[src/rtl/rgb_led_array_driver_if.sv]
// Controller-to-driver bundle for the RGB LED row: mode, cursor, brightness
// and colour vectors flow towards the driver, registered pin drive and
// blink phase flow back.
interface rgb_led_array_driver_if #(
    parameter int NUM_LEDS = 4,
    parameter int COLOR_W  = 3,
    parameter int PWM_W    = 4,
    parameter int CUR_W    = 2
);
    logic [1:0]                  mode;
    logic [CUR_W-1:0]            cursor;
    logic [PWM_W-1:0]            brightness;
    logic [NUM_LEDS*COLOR_W-1:0] guess_rgb;
    logic [NUM_LEDS*COLOR_W-1:0] history_rgb;
    logic [NUM_LEDS*COLOR_W-1:0] rgb_out;
    logic                        blink_phase;

    modport master (
        output mode, cursor, brightness, guess_rgb, history_rgb,
        input  rgb_out, blink_phase
    );

    modport slave (
        input  mode, cursor, brightness, guess_rgb, history_rgb,
        output rgb_out, blink_phase
    );
endinterface

[src/rtl/rgb_led_array_driver.sv]
// Parametrised RGB LED row driver with OFF / HISTORY / GUESS / WIN modes,
// cursor blink, unison win flash and global PWM brightness dimming.
// Every output is registered; nothing combinational reaches the pins.
module rgb_led_array_driver #(
    parameter int NUM_LEDS  = 4,
    parameter int COLOR_W   = 3,
    parameter int BLINK_DIV = 25000000,
    parameter int PWM_W     = 4,
    parameter int CUR_W     = 2
) (
    input logic                  clk,
    input logic                  rst,
    rgb_led_array_driver_if.slave bus
);
    localparam int CNT_W = (BLINK_DIV > 1) ? $clog2(BLINK_DIV) : 1;
    localparam int RGB_W = NUM_LEDS * COLOR_W;

    typedef enum logic [1:0] {
        MODE_OFF     = 2'd0,
        MODE_HISTORY = 2'd1,
        MODE_GUESS   = 2'd2,
        MODE_WIN     = 2'd3
    } mode_t;

    logic [CNT_W-1:0]   blink_cnt;
    logic               blink_phase_q;
    logic [PWM_W-1:0]   pwm_cnt;
    logic [1:0]         mode_q;
    logic [CUR_W-1:0]   cursor_q;
    logic [RGB_W-1:0]   rgb_q;
    logic [RGB_W-1:0]   rgb_next;
    logic [COLOR_W-1:0] colour;
    logic               pwm_on;
    logic               restart;
    mode_t              mode_in;

    assign mode_in         = mode_t'(bus.mode);
    assign restart         = (bus.mode != mode_q) || (bus.cursor != cursor_q);
    assign bus.rgb_out     = rgb_q;
    assign bus.blink_phase = blink_phase_q;

    // Per-LED colour selection for the next edge, gated by the PWM duty
    always_comb begin
        pwm_on   = (bus.brightness == {PWM_W{1'b1}}) || (pwm_cnt < bus.brightness);
        rgb_next = '0;
        colour   = '0;
        for (int i = 0; i < NUM_LEDS; i++) begin
            colour = '0;
            case (mode_in)
                MODE_OFF:     colour = '0;
                MODE_HISTORY: colour = bus.history_rgb[i*COLOR_W +: COLOR_W];
                MODE_GUESS: begin
                    if (!blink_phase_q && (int'(bus.cursor) == i))
                        colour = '0;
                    else
                        colour = bus.guess_rgb[i*COLOR_W +: COLOR_W];
                end
                MODE_WIN:     colour = blink_phase_q ? bus.guess_rgb[i*COLOR_W +: COLOR_W] : '0;
                default:      colour = '0;
            endcase
            rgb_next[i*COLOR_W +: COLOR_W] = colour & {COLOR_W{pwm_on}};
        end
    end

    // Blink timer with restart on mode/cursor change, PWM counter and pin register
    always_ff @(posedge clk) begin
        if (rst) begin
            rgb_q         <= '0;
            blink_phase_q <= 1'b1;
            blink_cnt     <= '0;
            pwm_cnt       <= '0;
            mode_q        <= '0;
            cursor_q      <= '0;
        end else begin
            mode_q   <= bus.mode;
            cursor_q <= bus.cursor;
            pwm_cnt  <= pwm_cnt + PWM_W'(1);
            rgb_q    <= rgb_next;
            if (restart) begin
                blink_cnt     <= '0;
                blink_phase_q <= 1'b1;
            end else if (blink_cnt == CNT_W'(BLINK_DIV - 1)) begin
                blink_cnt     <= '0;
                blink_phase_q <= ~blink_phase_q;
            end else begin
                blink_cnt <= blink_cnt + CNT_W'(1);
            end
        end
    end
endmodule
[src/flat_wrapper.sv]
// flat-port wrapper written by rule: the top's interface ports become plain ports
module rgb_led_array_driver_flat 
#(
    parameter int NUM_LEDS  = 4,
    parameter int COLOR_W   = 3,
    parameter int BLINK_DIV = 25000000,
    parameter int PWM_W     = 4,
    parameter int CUR_W     = 2
)
  (clk, rst, bus_mode, bus_cursor, bus_brightness, bus_guess_rgb, bus_history_rgb, bus_rgb_out, bus_blink_phase);
  rgb_led_array_driver_if #(.NUM_LEDS(NUM_LEDS), .COLOR_W(COLOR_W), .PWM_W(PWM_W), .CUR_W(CUR_W)) bus_i ();
  input logic clk;
  input logic rst;
  input wire logic [$bits(bus_i.mode)-1:0] bus_mode;
  input wire logic [$bits(bus_i.cursor)-1:0] bus_cursor;
  input wire logic [$bits(bus_i.brightness)-1:0] bus_brightness;
  input wire logic [$bits(bus_i.guess_rgb)-1:0] bus_guess_rgb;
  input wire logic [$bits(bus_i.history_rgb)-1:0] bus_history_rgb;
  output wire logic [$bits(bus_i.rgb_out)-1:0] bus_rgb_out;
  output wire logic [$bits(bus_i.blink_phase)-1:0] bus_blink_phase;
  assign bus_i.mode = bus_mode;
  assign bus_i.cursor = bus_cursor;
  assign bus_i.brightness = bus_brightness;
  assign bus_i.guess_rgb = bus_guess_rgb;
  assign bus_i.history_rgb = bus_history_rgb;
  assign bus_rgb_out = bus_i.rgb_out;
  assign bus_blink_phase = bus_i.blink_phase;
  rgb_led_array_driver #(.NUM_LEDS(NUM_LEDS), .COLOR_W(COLOR_W), .BLINK_DIV(BLINK_DIV), .PWM_W(PWM_W), .CUR_W(CUR_W)) u_core (.clk(clk), .rst(rst), .bus(bus_i));
endmodule
[config.mk]
export PLATFORM = sky130hd
export DESIGN_NAME = rgb_led_array_driver_flat
export DESIGN_NICKNAME = d
export VERILOG_FILES = /design/src/rtl/rgb_led_array_driver_if.sv /design/src/rtl/rgb_led_array_driver.sv /design/src/flat_wrapper.sv
export SDC_FILE = /design/constraint.sdc
export NUM_CORES = 1
export LEC_CHECK = 0
export ABC_AREA = 1
export CORE_UTILIZATION = 50
export CTS_CLUSTER_SIZE = 12
export DETAILED_ROUTE_END_ITERATION = 10
export PLACE_DENSITY = 0.87
export SYNTH_ARGS = -nofsm -noshare
export SYNTH_HDL_FRONTEND = slang
export SYNTH_SLANG_ARGS = --single-unit
[constraint.sdc]
create_clock -name clk -period 1.57 [get_ports clk]
set_input_delay 0.2355 -clock clk [delete_from_list [all_inputs] [get_ports clk]]
set_output_delay 0.2355 -clock clk [all_outputs]
set_load 0.005 [all_outputs]
* After elaboration in Yosys (flattened, before gate mapping)
Cells that the tools add are included.
Storage, ports and cells: register bits after elaboration 46, output and inout bits 13, bits of input ports 34
Operators by class: reductions and logical operators 11, $add $sub $neg 2, multiplexer cells 12, equality and inequality tests 10, order comparisons 1, bitwise operators 5
Operators with widths (number):
- $pmux W3 S4 | 4
- $add A25 B1 Y25 const B | 1
- $eq A25 B25 Y1 const B | 1
- $mux W3 | 8
- $and A3 B3 Y3 | 4
- $eq A2 B2 Y1 const B | 4
- $add A4 B1 Y4 const B | 1
- $eq A2 B1 Y1 const B | 2
- $eq A4 B4 Y1 const B | 1
- $logic_and A1 B1 Y1 | 4
- $logic_not A2 Y1 | 2
- $lt A4 B4 Y1 | 1
- $ne A2 B2 Y1 | 2
- $reduce_or A3 Y1 | 1
- $logic_or A1 B1 Y1 | 2
- $reduce_or A2 Y1 | 1
- $logic_not A1 Y1 | 1
- $not A1 Y1 | 1

* Depth between registers and ports, before layout
Gate-level depths: netlist (run 1).
depth after elaboration 5, mapped depth 10

* Least setup slack after synthesis (run 1)
OpenSTA, ideal clock, no wires.
path type flip-flop to flip-flop, start point register u_core.blink_cnt[0], end point register u_core.blink_cnt[12], slack 206 ps, cell stages (with the launch flop) 10, required time 1455 ps, path buffers 1, data arrival time 1249 ps, setup time 115 ps, cell sequence dfxtp_1 ha_1 nand2_1 nor2_2 nand2_1 nor2_2 nand2_2 nand2_4 buf_6 nor2_1
On the way: cells in the longest elaborated chain, start to end 2, elaborated cells between the ends (all ways) 3, classes of those cells add/sub (1); eq/ne (1); reduce/logical (1)
RTL lines:
- from (decl) | RTL line rgb_led_array_driver.sv:25 | logic [CNT_W-1:0] blink_cnt;
- from (signal assigned) | RTL line rgb_led_array_driver.sv:86 | blink_cnt <= blink_cnt + CNT_W'(1);
- branches (longest 2 deep; another with $add A25 B1 Y25)
Several ways; the timed one is not identified. A chain may end at the register's enable or synchronous reset.

* Worst setup path after layout (run 1)
start point register u_core.blink_phase_q, in the netlist u_core.bus.blink_phase, end point output bus_blink_phase
RTL lines:
- from (decl) | RTL line rgb_led_array_driver.sv:26 | logic blink_phase_q;
- from (signal assigned) | RTL line rgb_led_array_driver.sv:84 | blink_phase_q <= ~blink_phase_q;
- to (decl) | RTL line flat_wrapper.sv:20 | output wire logic [$bits(bus_i.blink_phase)-1:0] bus_blink_phase;
No word-level cell between the ends.

==> results of run 1 <==
## logic make-up after synthesis
| kind of cell | after synthesis | synth area share, % |
|---|---|---|
| AND/OR/NAND/NOR | 195 | 36.48 |
| flip-flops | 46 | 40.20 |
| buffers and inverters | 40 | 7.373 |
| AO/OA/AOI/OAI | 30 | 8.247 |
| XOR/XNOR | 13 | 4.970 |
| adder cells (fa/ha/maj) | 5 | 2.731 |
## power by group through the flow
| stage | sequential [mW] | combinational, mW | clock, mW |
|---|---|---|---|
| after CTS | 1.21 | 0.276 | 0.732 |
| after global placement | 1.24 | 0.269 | 0 |
| after detailed placement | 1.24 | 0.274 | 0 |
| final | 1.21 | 0.278 | 0.719 |
| after global routing | 1.21 | 0.310 | 0.796 |
| after floorplan | 1.24 | 0.100 | 0 |
## worst paths after layout
kind,from,endpoint,slack [ns],depth (start not counted)
worst min-delay path,u_core.pwm_cnt[0],u_core.pwm_cnt[0],0.47,1
worst min register to register,u_core.pwm_cnt[0],u_core.pwm_cnt[0],0.47,1
worst max-delay path,u_core.bus.blink_phase,bus_blink_phase,0.12,1
worst max register to register,u_core.blink_cnt[1],u_core.blink_cnt[3],0.16,8
## per-stage QoR
stage | power (mW) | util, % | worst slack [ns] | cell area [um^2]
3_3_place_gp | 1.506 | 66.24 | -0.1387 | 2904
5_1_grt | 2.320 | 69.41 | 0.003211 | 3043
3_5_place_dp | 1.513 | 66.24 | -0.2000 | 2904
2_1_floorplan | 1.339 | - | 0.2063 | 2291
4_1_cts | 2.219 | 68.24 | 0.01791 | 2992
6_report | 2.207 | 69.41 | 0.1159 | 3043
## state kept, by name, indices dropped and copies added, names as in the netlist
register,cells
u_core.blink_cnt,25
u_core.bus.blink_phase,1
u_core.bus.rgb_out,12
u_core.cursor_q,2
u_core.mode_q,2
u_core.pwm_cnt,4
## placed cells by master (no fill, tap or decap), types with 4 or more instances in the layout
| cell type | instances |
|---|---|
| nor2_4 | 4 |
| nand2_1 | 81 |
| xor2_1 | 7 |
| buf_4 | 14 |
| a21boi_0 | 9 |
| clkdlybuf4s50_1 | 46 |
| inv_1 | 35 |
| nand4_1 | 4 |
| o21ai_0 | 5 |
| nor2_1 | 69 |
| clkbuf_8 | 5 |
| a21oi_1 | 9 |
| nand3_1 | 15 |
| dfxtp_1 | 45 |
| nor2_2 | 8 |
| xnor2_1 | 6 |
| ha_1 | 5 |
## layout make-up
cell class	instances	area, um^2	area share [%]
Clock buffer	6	72.57	2.385
Clock inverter	2	13.76	0.4523
Inverter	35	131.4	4.317
Multi-Input combinational cell	244	1252	41.16
Sequential cell	46	922.1	30.30
Tap cell	52	65.06	2.138
Timing Repair Buffer	61	585.6	19.24
## repair_timing
action	4_1_cts	5_1_grt
pin swaps	0	1
cloned	0	1
endpoints found under the setup margin	1	28
resized for setup	1	9
## routing by layer
layer / track usage [%] / vias to the layer above / share of wire (%)
met5: 0 / - / 0
met3: 6.686 / 6 / 7.8
met2: 37.32 / 78 / 49
met1: 26.03 / 957 / 42
met4: 5.778 / 0 / 1.3
li1: - / 1153 / -
==> metrics.md, run 1 <==
| Metric | Value |
|---|---|
| Via count | 2194 |
| First DRT Iteration DRCs | 128 |
| Area contributors post-synth | dfxtp_1, nand2_1, nor2_1, inv_1, nand3_1 |
| GRT Total Usage | 21.63% |
| Worst path bufs/invs | 1 |
| Nets | 432 |
| Root Driver | clkbuf_8 |
| Syn Std Cell Area | 2291 um^2 |
| Chip width | 69.69 um |
| CP Launch Type | flop |
| IO Port Bufs | 46 |
| Core area | 4384 um^2 |
| Crit-path cells | clkdlybuf4s50_1 |
| Post-synth EDFFs | 0 |
| Final Setup Violations | 0 |
| Leakage | 1.146 nW |
| Clk network pwr share | 32.6% |
| Max clock buf depth | 2 |
| Initial antenna violation count | 0 |
| Critical Path End Type | primary output |
| Pins Over Slew Limit | 0 |
| #FFs+latches synth | 46 |
| GPL Wtd Cong | 0.9173 |
| RSZ-0062 raised after global routing | false |
| CP peak stage delay | 0.52 ns |
| Critical path's slowest cell | clkdlybuf4s50_1 |
| Maxcap violations | 0 |
| Finished Layout Cells | 446 |
| Total wire length | 4953 um |
| Post-DP HPWL | 3812 um |
| Global-route wire length before repair | 8473 um |
| Hold buffer count at CTS | 0 |
| Comb pwr share | 12.6% |
| Vias in the first global route | 2021 |
| Final period util | 92.62% |
| Worst-path maximum fanout | 7 |
| Vert. Die Dim | 69.69 um |
| Hold Vio Cnt, Final | 0 |
| Avg Cell Area, Syn | 6.963 um^2 |
| CTS tree | done |
| Switching pwr | 0.5268 mW |
| Initial DRT Pass Iterations | 4 |
| Std-Cell Rows | 24 |
| Crit path time final | 1.454 ns |
| Commonest cells post-synth | nand2_1, nor2_1, dfxtp_1, inv_1, nand3_1 |
| Count of different cell masters after synthesis | 27 |
| Clk_skew | 0.007267 ns |
| Least-Margin Pin Slew | 0.4365 ns |
| Area leader, netlist | dfxtp_1 |
| Placed cell count | 437 |
| Clock latency on the worst-skew pair | 0.30 ns |
| Peak Freq | 687.7 MHz |
| Power Internal | 1.681 mW |
| Layout area overhead | 32.82% |
| IR Drop Worst-Case VDD | 666.2 uV |
| Worst Path Required | 1.33 ns |
| Yosys warns | 0 |
| Antenna viol nets, final | 0 |
| Die area | 4857 um^2 |
| Layout cells sized above 1 | 11.42% |
| Synthesized instance count | 329 |
| Ant. Diodes | 0 |
| Setup TNS | 0 ns |
| Routed length per placed instance | 11.11 um |
| Clk slew on worst S/H paths | 0.08 ns |
| Grt ovf | 0 |
| Main synth FF type | dfxtp_1 |
| Via density | 4.919 |
| Share of the synthesized area in the top cell type | 40.20% |
| Dominant cell by count in the synthesized netlist | nand2_1 |
| Sw Share | 23.86% |
| Worst hold slack | 0.4657 ns |
| Share of power burned in registers | 54.8% |
| Status | complete, no violations |
| Async SR Flop Fraction | 0% |
| Delay-heaviest family, CP | buffers and inverters |
| Fillers | 358 |
| Slew headroom | 70.87% |
| Crit path kind | flop to primary output |
| Postcts setup bufs | 0 |
| Initial core utilization | 52.25% |
| Pin count of the biggest net entering global routing | 25 |
| DR DRC count | 0 |
| Total power density per cell area | 725.4 nW/um^2 |
| Post-synth net total | 368 |
| Hold Crit Class | flop to flop |
| Clock H-tree levels | 2 |
| Total CTS buffers | 5 |
| Seq/Total Area, Yosys | 40.20% |
| I/O pin count | 47 |
| TritonCTS Sinks | 46 |
| CP Data Arrival Time | 1.22 ns |
Power figures use the tool's default switching activity.
==> run 2, diff against run 1 <==
Settings changed: CORE_ASPECT_RATIO set to 0.7, CORE_MARGIN set to 2.
==> run 2 against run 1 <==
  * Total power is 8.8% higher
  * Combinational power is 4% higher
  * Non-clock buffer count is 6 higher
  * Design area is 1.3% higher
  * Register-to-register slack worse by 0.06 ns
  * Final cell count is 1.6% higher
  * Core utilization is 0.99 points higher
  * Critical path depth is 9 higher
  * Via count is 1.8% higher
  * Maximum frequency is 1.4% lower
  * Sequential power hardly changed
  * Critical endpoint is now u_core.bus.blink_phase
  * Highest routed layer unchanged
==> metrics.md, run 2 (same netlist as run 1, synthesis figures left out) <==
| Metric | Value |
|---|---|
| IR Drop Worst-Case VDD | 543.3 uV (-18%) |
| Total CTS buffers | 5 (unchanged) |
| Biggest register | u_core.blink_cnt |
| Antenna viol nets, final | 0 (unchanged) |
| CTS tree | done |
| Die area | 5148 um^2 (+6.0%) |
| Initial DRT Pass Iterations | 5 (+1) |
| Std-Cell Rows | 20 (-17%) |
| Most frequent cells in the layout | nand2_1, nor2_1, clkdlybuf4s50_1 |
| Initial antenna violation count | 0 (unchanged) |
| CP Data Arrival Time | 1.71 ns (+0.49 ns) |
| IO Port Bufs | 46 (unchanged) |
| Hold Startpoint | u_core.pwm_cnt[0] |
| Final Setup Violations | 0 (unchanged) |
| Root Driver | clkbuf_8 |
| Clk slew on worst S/H paths | 0.09 ns (about the same) |
| Hold Crit Class | flop to flop |
| Finished Layout Cells | 453 (+1.6%) |
| Final period util | 93.93% (+1.3 points) |
| Pins Over Slew Limit | 0 (unchanged) |
| Worst Path Required | 1.81 ns (+0.48 ns) |
| Grt ovf | 0 (unchanged) |
| Leakage | 1.166 nW (+1.8%) |
| Postcts setup bufs | 0 (unchanged) |
| Total wire length | 5567 um (+12%) |
| Post-DP HPWL | 4270 um (+12%) |
| Vert. Die Dim | 60.64 um (-13%) |
| CP Launch Type | flop |
| Maxcap violations | 0 (unchanged) |
| Clock latency on the worst-skew pair | 0.30 ns (about the same) |
| Slew headroom | 78.94% (+8.1 points) |
| DR DRC count | 0 (unchanged) |
| Crit path time final | 1.475 ns (+0.02055 ns) |
| Layout area overhead | 34.57% |
| Chip width | 84.91 um (+22%) |
| Initial core utilization | 52.31% (+0.060 points) |
| Setup TNS | 0 ns (unchanged) |
| Hold buffer count at CTS | 0 (unchanged) |
| I/O pin count | 47 (unchanged) |
| CP Launch Point | u_core.blink_cnt[1] |
| Vias in the first global route | 1939 (-4.1%) |
| Clock H-tree levels | 2 (unchanged) |
| Status | complete, no violations |
| Routed length per placed instance | 12.29 um (+11%) |
| Core area | 4379 um^2 (-0.11%) |
| Max reg flops | 25 (unchanged) |
| Max clock buf depth | 2 (unchanged) |
| Total power density per cell area | 778.9 nW/um^2 (+7.4%) |
| Via density | 4.929 (+0.20%) |
| Critical Path End Type | flop |
| Nets | 437 (+1.2%) |
| First DRT Iteration DRCs | 135 (+5.5%) |
| Layout cells sized above 1 | 12.31% (+0.89 points) |
| Pin count of the biggest net entering global routing | 25 (unchanged) |
| TritonCTS Sinks | 46 (unchanged) |
| Worst-path maximum fanout | 2 (-5) |
| RSZ-0062 raised after global routing | true |
| Least-Margin Pin Slew | 0.3126 ns (-0.1239 ns) |
| GPL Wtd Cong | 0.9428 (+2.8%) |
| Final Power | 2.401 mW (+8.8%) |
| Global-route wire length before repair | 8811 um (+4.0%) |
| Peak Freq | 678.1 MHz (-1.4%) |
| Clk_skew | 0.009596 ns (+0.002329 ns) |
| Placed cell count | 446 (+2.1%) |
| Crit path kind | flop to flop |
| Post-CTS Resized | 0 (-1) |
| Crit Reg-Reg Startpoint | u_core.blink_cnt[1] |
| GRT Total Usage | 21.82% (+0.19 points) |
| Ant. Diodes | 0 (unchanged) |
| Via count | 2233 (+1.8%) |
| Fillers | 355 (-0.84%) |
| Hold Vio Cnt, Final | 0 (unchanged) |
| Most common cell after layout, fill and taps aside | nand2_1 |
==> run 2: critical path, stage by stage (launching register included) <==
cell	delay (ns)
dfxtp_1	0.35
ha_1	0.17
nand2_1	0.07
nor2_2	0.13
nand2_1	0.11
nor2_2	0.14
nand2_2	0.12
buf_4	0.16
nand2_1	0.05
nand2_1	0.05
nand2_1	0.06
==> run 2: power breakdown <==
| part | internal [mW] | switching, mW |
|---|---|---|
| sequential | 1.20 | 0.0148 |
| combinational | 0.177 | 0.111 |
| clock | 0.510 | 0.392 |
==> run 2: worst paths after layout <==
| kind | end | slack (ns) | cells after the start |
|---|---|---|---|
| setup reg to reg | u_core.bus.blink_phase | 0.1 | 10 |
| hold / removal | u_core.pwm_cnt[0] | 0.48 | 1 |
| hold reg to reg | u_core.pwm_cnt[0] | 0.48 | 1 |
| setup / recovery | u_core.bus.blink_phase | 0.1 | 10 |
==> run 2: cell type report <==
| cell class | instances | area (um^2) | area share (%) |
|---|---|---|---|
| clock inverter | 1 | 30.03 | 0.9740 |
| clock buffer | 6 | 82.58 | 2.679 |
| timing repair buffer | 67 | 630.6 | 20.45 |
| multi-input combinational | 243 | 1217 | 39.49 |
| inverter | 35 | 131.4 | 4.261 |
| sequential | 46 | 922.1 | 29.91 |
| tap | 55 | 68.82 | 2.232 |
==> run 2: through the flow <==
stage / utilization (%) / worst slack, ns / instance area, um^2 / hold WS, ns
6_report: 70.40 / 0.09533 / 3083 / 0.4769
3_3_place_gp: 67.43 / -0.1001 / 2953 / 0.4491
3_5_place_dp: 67.43 / -0.1565 / 2953 / 0.4624
2_1_floorplan: - / 0.2063 / 2291 / 0.3713
5_1_grt: 70.40 / -0.01767 / 3083 / 0.5068
4_1_cts: 70.00 / 0.01212 / 3065 / 0.4832
==> run 2: routing by layer <==
| layer | vias to the layer above | share of wire, % | track usage, % |
|---|---|---|---|
| met1 | 1012 | 48 | 31.00 |
| li1 | 1162 | - | - |
| met4 | 0 | 0.90 | 4.762 |
| met3 | 7 | 5.9 | 5.170 |
| met5 | - | 0 | 0 |
| met2 | 52 | 45 | 34.53 |
